===== src/rtl/mul_seq_ctrl.sv =====
// -----------------------------------------------------------------------------
// mul_seq_ctrl: multi-cycle unsigned multiply sequencer for the execute stage.
//
// Computes a WIDTH x WIDTH -> 2*WIDTH product by shift-and-add. A single
// WIDTH-bit adder is reused once per cycle for WIDTH cycles. This avoids a
// combinational array multiplier.
//
// Ports:
//   clk      system clock, rising edge
//   rst_n    asynchronous active-low reset
//   start    request, sampled in IDLE or DONE only
//   abort    synchronous cancel of an operation in RUN
//   a, b     multiplicand / multiplier, captured on an accepted start
//   busy     high while an operation is iterating
//   done     one-cycle pulse, product valid
//   product  result register, held until the next completion
// -----------------------------------------------------------------------------

// Shared WIDTH-bit adder with carry-out (a + b).
module half_adder #(
    parameter int W = 32
) (
    input  logic [W-1:0] a,
    input  logic [W-1:0] b,
    output logic [W-1:0] sum,
    output logic         cout
);
    assign {cout, sum} = {1'b0, a} + {1'b0, b};
endmodule

module mul_seq_ctrl #(
    parameter int WIDTH = 32,
    parameter int CNT_W = 6
) (
    input  logic                 clk,
    input  logic                 rst_n,
    input  logic                 start,
    input  logic                 abort,
    input  logic [WIDTH-1:0]     a,
    input  logic [WIDTH-1:0]     b,
    output logic                 busy,
    output logic                 done,
    output logic [2*WIDTH-1:0]   product
);

    typedef enum logic [1:0] {
        IDLE = 2'd0,
        RUN  = 2'd1,
        DONE = 2'd2
    } state_t;

    state_t             state;
    logic [WIDTH-1:0]   mcand;
    logic [WIDTH-1:0]   acc_hi;
    logic [WIDTH-1:0]   acc_lo;
    logic [CNT_W-1:0]   count;

    logic [WIDTH-1:0]   addend;
    logic [WIDTH-1:0]   sum;
    logic               cout;
    logic [2*WIDTH-1:0] shifted;

    // The low accumulator bit selects whether this iteration adds the
    // multiplicand. acc_lo starts as the multiplier and is consumed LSB-first.
    assign addend = acc_lo[0] ? mcand : '0;

    half_adder #(.W(WIDTH)) u_adder (
        .a    (acc_hi),
        .b    (addend),
        .sum  (sum),
        .cout (cout)
    );

    // Right shift of {cout, sum, acc_lo}. The dropped bit is the multiplier
    // bit just consumed. The carry enters the top bit, so nothing is lost.
    assign shifted = {cout, sum, acc_lo[WIDTH-1:1]};

    // NOTE: every register here, datapath included, is cleared by the
    // asynchronous reset. product must read 0 immediately on reset, and the
    // accumulators are cheap enough that a uniform reset keeps the state
    // fully defined.
    always_ff @(posedge clk or negedge rst_n) begin
        if (!rst_n) begin
            state   <= IDLE;
            busy    <= 1'b0;
            done    <= 1'b0;
            product <= '0;
            mcand   <= '0;
            acc_hi  <= '0;
            acc_lo  <= '0;
            count   <= '0;
        end else begin
            // NOTE: sequential state uses non-blocking assignments only. Every
            // right-hand side then sees pre-edge values, whatever the
            // statement order.
            case (state)
                IDLE, DONE: begin
                    done <= 1'b0;
                    if (start) begin
                        mcand  <= a;
                        acc_hi <= '0;
                        acc_lo <= b;
                        count  <= '0;
                        state  <= RUN;
                        busy   <= 1'b1;
                    end else begin
                        state  <= IDLE;
                        busy   <= 1'b0;
                    end
                end
                RUN: begin
                    if (abort) begin
                        // abort takes priority over completion. product is untouched.
                        state <= IDLE;
                        busy  <= 1'b0;
                    end else begin
                        {acc_hi, acc_lo} <= shifted;
                        count            <= count + CNT_W'(1);
                        if (count == CNT_W'(WIDTH - 1)) begin
                            product <= shifted;
                            state   <= DONE;
                            busy    <= 1'b0;
                            done    <= 1'b1;
                        end
                    end
                end
                default: begin
                    state <= IDLE;
                    busy  <= 1'b0;
                    done  <= 1'b0;
                end
            endcase
        end
    end

endmodule


===== config.mk =====
export PLATFORM = sky130hd
export DESIGN_NAME = mul_seq_ctrl
export DESIGN_NICKNAME = d
export VERILOG_FILES = /design/src/rtl/mul_seq_ctrl.sv
export SDC_FILE = /design/constraint.sdc
export NUM_CORES = 1
export LEC_CHECK = 0
export BUFFER_PORTS_ARGS = -buffer_cell sky130_fd_sc_hd__buf_2
export CORE_UTILIZATION = 49
export CTS_BUF_LIST = sky130_fd_sc_hd__clkbuf_16
export DETAILED_ROUTE_END_ITERATION = 7
export GPL_ROUTABILITY_DRIVEN = 0
export PLACE_DENSITY = 0.7
export SYNTH_ARGS = -nofsm -noshare
export SYNTH_HDL_FRONTEND = slang
export SYNTH_SLANG_ARGS = --single-unit

===== constraint.sdc =====
create_clock -name clk -period 4.1 [get_ports clk]
set_input_delay 0.82 -clock clk [delete_from_list [all_inputs] [get_ports clk]]
set_output_delay 0.82 -clock clk [all_outputs]
set_load 0.05 [all_outputs]

==> results_dict.tcl <==
set metrics [dict create \
    synth_edf_count 0 \
    maxCapViolCount 0 \
    seq_area_frac_synth_pct 49.23 \
    fillers 1586 \
    synthesis.area_sq_mm 0.008591 \
    first_pass_iters 5 \
    cts.repair.resized 0 \
    final_util_pct 58.14 \
    antenna_found_initial 0 \
    register_area_sq_mm 0.004229 \
    area_growth_pct 16.65 \
    hold_viol_final 0 \
    htreeDepth 4 \
    cts_buffers 17 \
    criticalPathCategory "reg -> reg" \
    critPathLaunch "acc_lo[0]" \
    start_util_pct 49.84 \
    rows 48 \
    portBuffers 133 \
    slowest_stage "dfrtp_1" \
    grt_pass1_vias 6915 \
    ioPinCount 134 \
    rr_startpoint "acc_lo[0]" \
    chipWidth_microns 134.4 \
    clockRootBuffer "clkbuf_16" \
    synth-seq-cells 169 \
    hold_buffers 0 \
    synth_warnings 0 \
    cts_tree "done" \
    hpwl_mm 14.45 \
    grt_max_degree 85 \
    worst_pin_slew_ns 1.097 \
    cts.sinks 169 \
    wl_mm 21.27 \
    reg2reg_to "acc_hi[29]" \
    finalClockSkew_ns 0.01519 \
    avgViaCountPerCell 5.433 \
    timing.final.max_slew_violations 0 \
    rsz0062_at_grt "no" \
    dieArea_sq_mm 0.01807 \
    fin_setup_tns_ns 0 \
    fin_ws_ns 0.7415 \
    slew_headroom_pct 26.58 \
    p_per_area_mw_per_mm2 576.4 \
    setup_violations 0 \
    vias 7264 \
    finalCritPeriodShare_pct 81.91 \
    core_area_sq_mm 0.01724 \
    path_clk_slew_ns 0.08 \
    antennaDiodeCount 0 \
    cp-end-kind "flip-flop" \
    fin_crit_ns 3.358 \
    critPathLaunchType "flip-flop" \
    ff2ff_setup_slack_ns 0.74 \
    grt_usage_pct 24.78 \
    num-nets-final 1201 \
    p_leak_nw 5.149 \
    hold_class "in -> async" \
    required_ns 4.43 \
    status "finished, final reports clean" \
    syn_inst 991 \
    clock_latency_ns 0.44 \
    critPathMaxFanout 23 \
    cts_setup_buffers 0 \
    syn_avg_cell_area_sq_um 8.669 \
    fmax_ghz 0.2978 \
    vdd_ir_drop_max_uv 352.6 \
    drc 0 \
    die_h_microns 134.4 \
    arrival_ns 3.69 \
    clockBufferDepth 2 \
    ys.flop_type "dfrtp_1" \
    overflow 0 \
    dp_slack_ns 0.7789 \
    synth.distinct_cells 58 \
    grt_pass1_wl_mm 35.47 \
    slowest_delay_ns 0.78 \
    post_drt_wl_per_cell_microns 15.91 \
    ant_nets 0 \
    multi_input_area_sq_mm 0.004116 \
    syn-num-nets 1093 \
    r2r_cells 11 \
    drive_gt1_share_pct 18.26 \
    drt-initial-drc-count 488 \
    path_cells "and2_1, ha_1, inv_1, fa_1, nor2b_4, o211ai_2, a2111oi_4, nor3_4, a2111oi_2, o21ai_1, a32o_1" \
    async_flop_share_pct 100.0 \
]
[critical path: cells and delay by family, from the launching register on]
family	cells	cell delay, ns
DFF	1	0.78
AOI/OAI and AO/OA	5	1.34
buffers and inverters	1	0.06
and+or+nand+nor	3	0.48
adders and majority gates	2	0.59
[flip-flops by register name, summed over array words and instances, names as in the netlist]
name,flops
acc_hi,32
acc_lo,32
count,6
done,1
mcand,32
product,64
state,2
[cells in the mapped netlist, types with 6 or more instances]
master / instances / area, sq um
nand2b_1: 6 / 37.54
dfrtp_1: 169 / 4229
buf_2: 8 / 40.04
o21a_1: 6 / 45.04
xnor2_1: 11 / 96.34
a21o_1: 11 / 82.58
and2_1: 37 / 231.5
a31oi_1: 36 / 225.2
nand2_1: 323 / 1212
o21ai_0: 57 / 285.3
clkbuf_1: 45 / 168.9
nand3_1: 29 / 145.1
nand4_1: 13 / 81.33
nor2_1: 60 / 225.2
a21oi_1: 39 / 195.2
buf_1: 6 / 22.52
inv_1: 6 / 22.52
xor2_1: 17 / 148.9
ha_1: 33 / 412.9
[cell families after synthesis]
group / Yosys count / synth area share (%)
xor gates and xnor gates: 28 / 2.855
muxes: 7 / 0.8884
and+or+nand+nor: 493 / 24.50
AOI/OAI and AO/OA: 194 / 14.49
buffers and inverters: 66 / 3.000
DFF: 169 / 49.23
adders and majority gates: 34 / 5.039
[final cells by class]
| cell class | count | area share [%] |
|---|---|---|
| Inverter | 7 | 0.2622 |
| Clock buffer | 17 | 4.245 |
| Clock inverter | 15 | 1.573 |
| Sequential cell | 169 | 42.20 |
| Multi-Input combinational cell | 756 | 41.08 |
| Tap cell | 225 | 2.809 |
| Timing Repair Buffer | 148 | 7.829 |
[worst max path at each step]
stage	to	slack, ns	cells after the start
floorplan	acc_hi[29]	1.38	10
global placement	acc_hi[29]	0.88	11
detailed placement	acc_hi[29]	0.78	11
CTS	acc_hi[29]	0.76	11
global route	acc_hi[25]	0.51	11
finish	acc_hi[29]	0.74	11
[per-stage QoR]
step / hold WS, ns / std cells / total power, mW / instance area [sq um]
3_3_place_gp: 0.4524 / 1305 / 4.121 / 9438
4_1_cts: 0.4588 / 1337 / 5.789 / 10020
2_1_floorplan: 0.4380 / 991 / 3.634 / 8591
5_1_grt: 0.4937 / 1337 / 6.132 / 10020
6_report: 0.4222 / 1337 / 5.776 / 10020
3_5_place_dp: 0.4572 / 1305 / 4.160 / 9438
[metal layers]
metal | vias up | global-route usage (%) | wire length (microns)
li1 | 3566 | - | -
met1 | 3477 | 34.81 | 10020
met2 | 195 | 39.21 | 10010
met3 | 26 | 3.893 | 921
met4 | 0 | 8.177 | 324
met5 | - | 0 | 0
[where the power goes]
group / switching [mW] / leakage (nW) / internal (mW) / total (mW)
Sequential: 0.245 / 2.20 / 1.99 / 2.24
Combinational: 1.20 / 2.67 / 0.726 / 1.92
Clock: 0.753 / 0.280 / 0.862 / 1.61
Total: 2.20 / 5.15 / 3.58 / 5.78
[cell usage in the layout, fill, tap and decap left out, types with 3 or more instances in the layout]
cell type / netlist / layout
nand2_1: 323 / 321
dfrtp_1: 169 / 169
buf_2: 8 / 132
nor2_1: 60 / 60
o21ai_0: 57 / 57
a21oi_1: 39 / 39
and2_1: 37 / 37
a31oi_1: 36 / 36
ha_1: 33 / 33
nand3_1: 29 / 29
xor2_1: 17 / 17
clkbuf_16: 0 / 17
buf_4: 0 / 15
nand4_1: 13 / 13
a21o_1: 11 / 11
xnor2_1: 11 / 11
inv_6: 0 / 7
inv_1: 6 / 6
o21a_1: 6 / 6
nand2b_1: 6 / 5
mux2_2: 5 / 5
a22o_1: 5 / 5
nor3_1: 4 / 4
o31ai_1: 4 / 4
o211ai_1: 4 / 4
a211o_1: 4 / 4
or3_1: 4 / 4
nand2_2: 1 / 3
nor4_1: 3 / 3
nor2b_1: 5 / 3
o21ai_1: 3 / 3
Note: power is estimated with default switching activity, not from simulation.
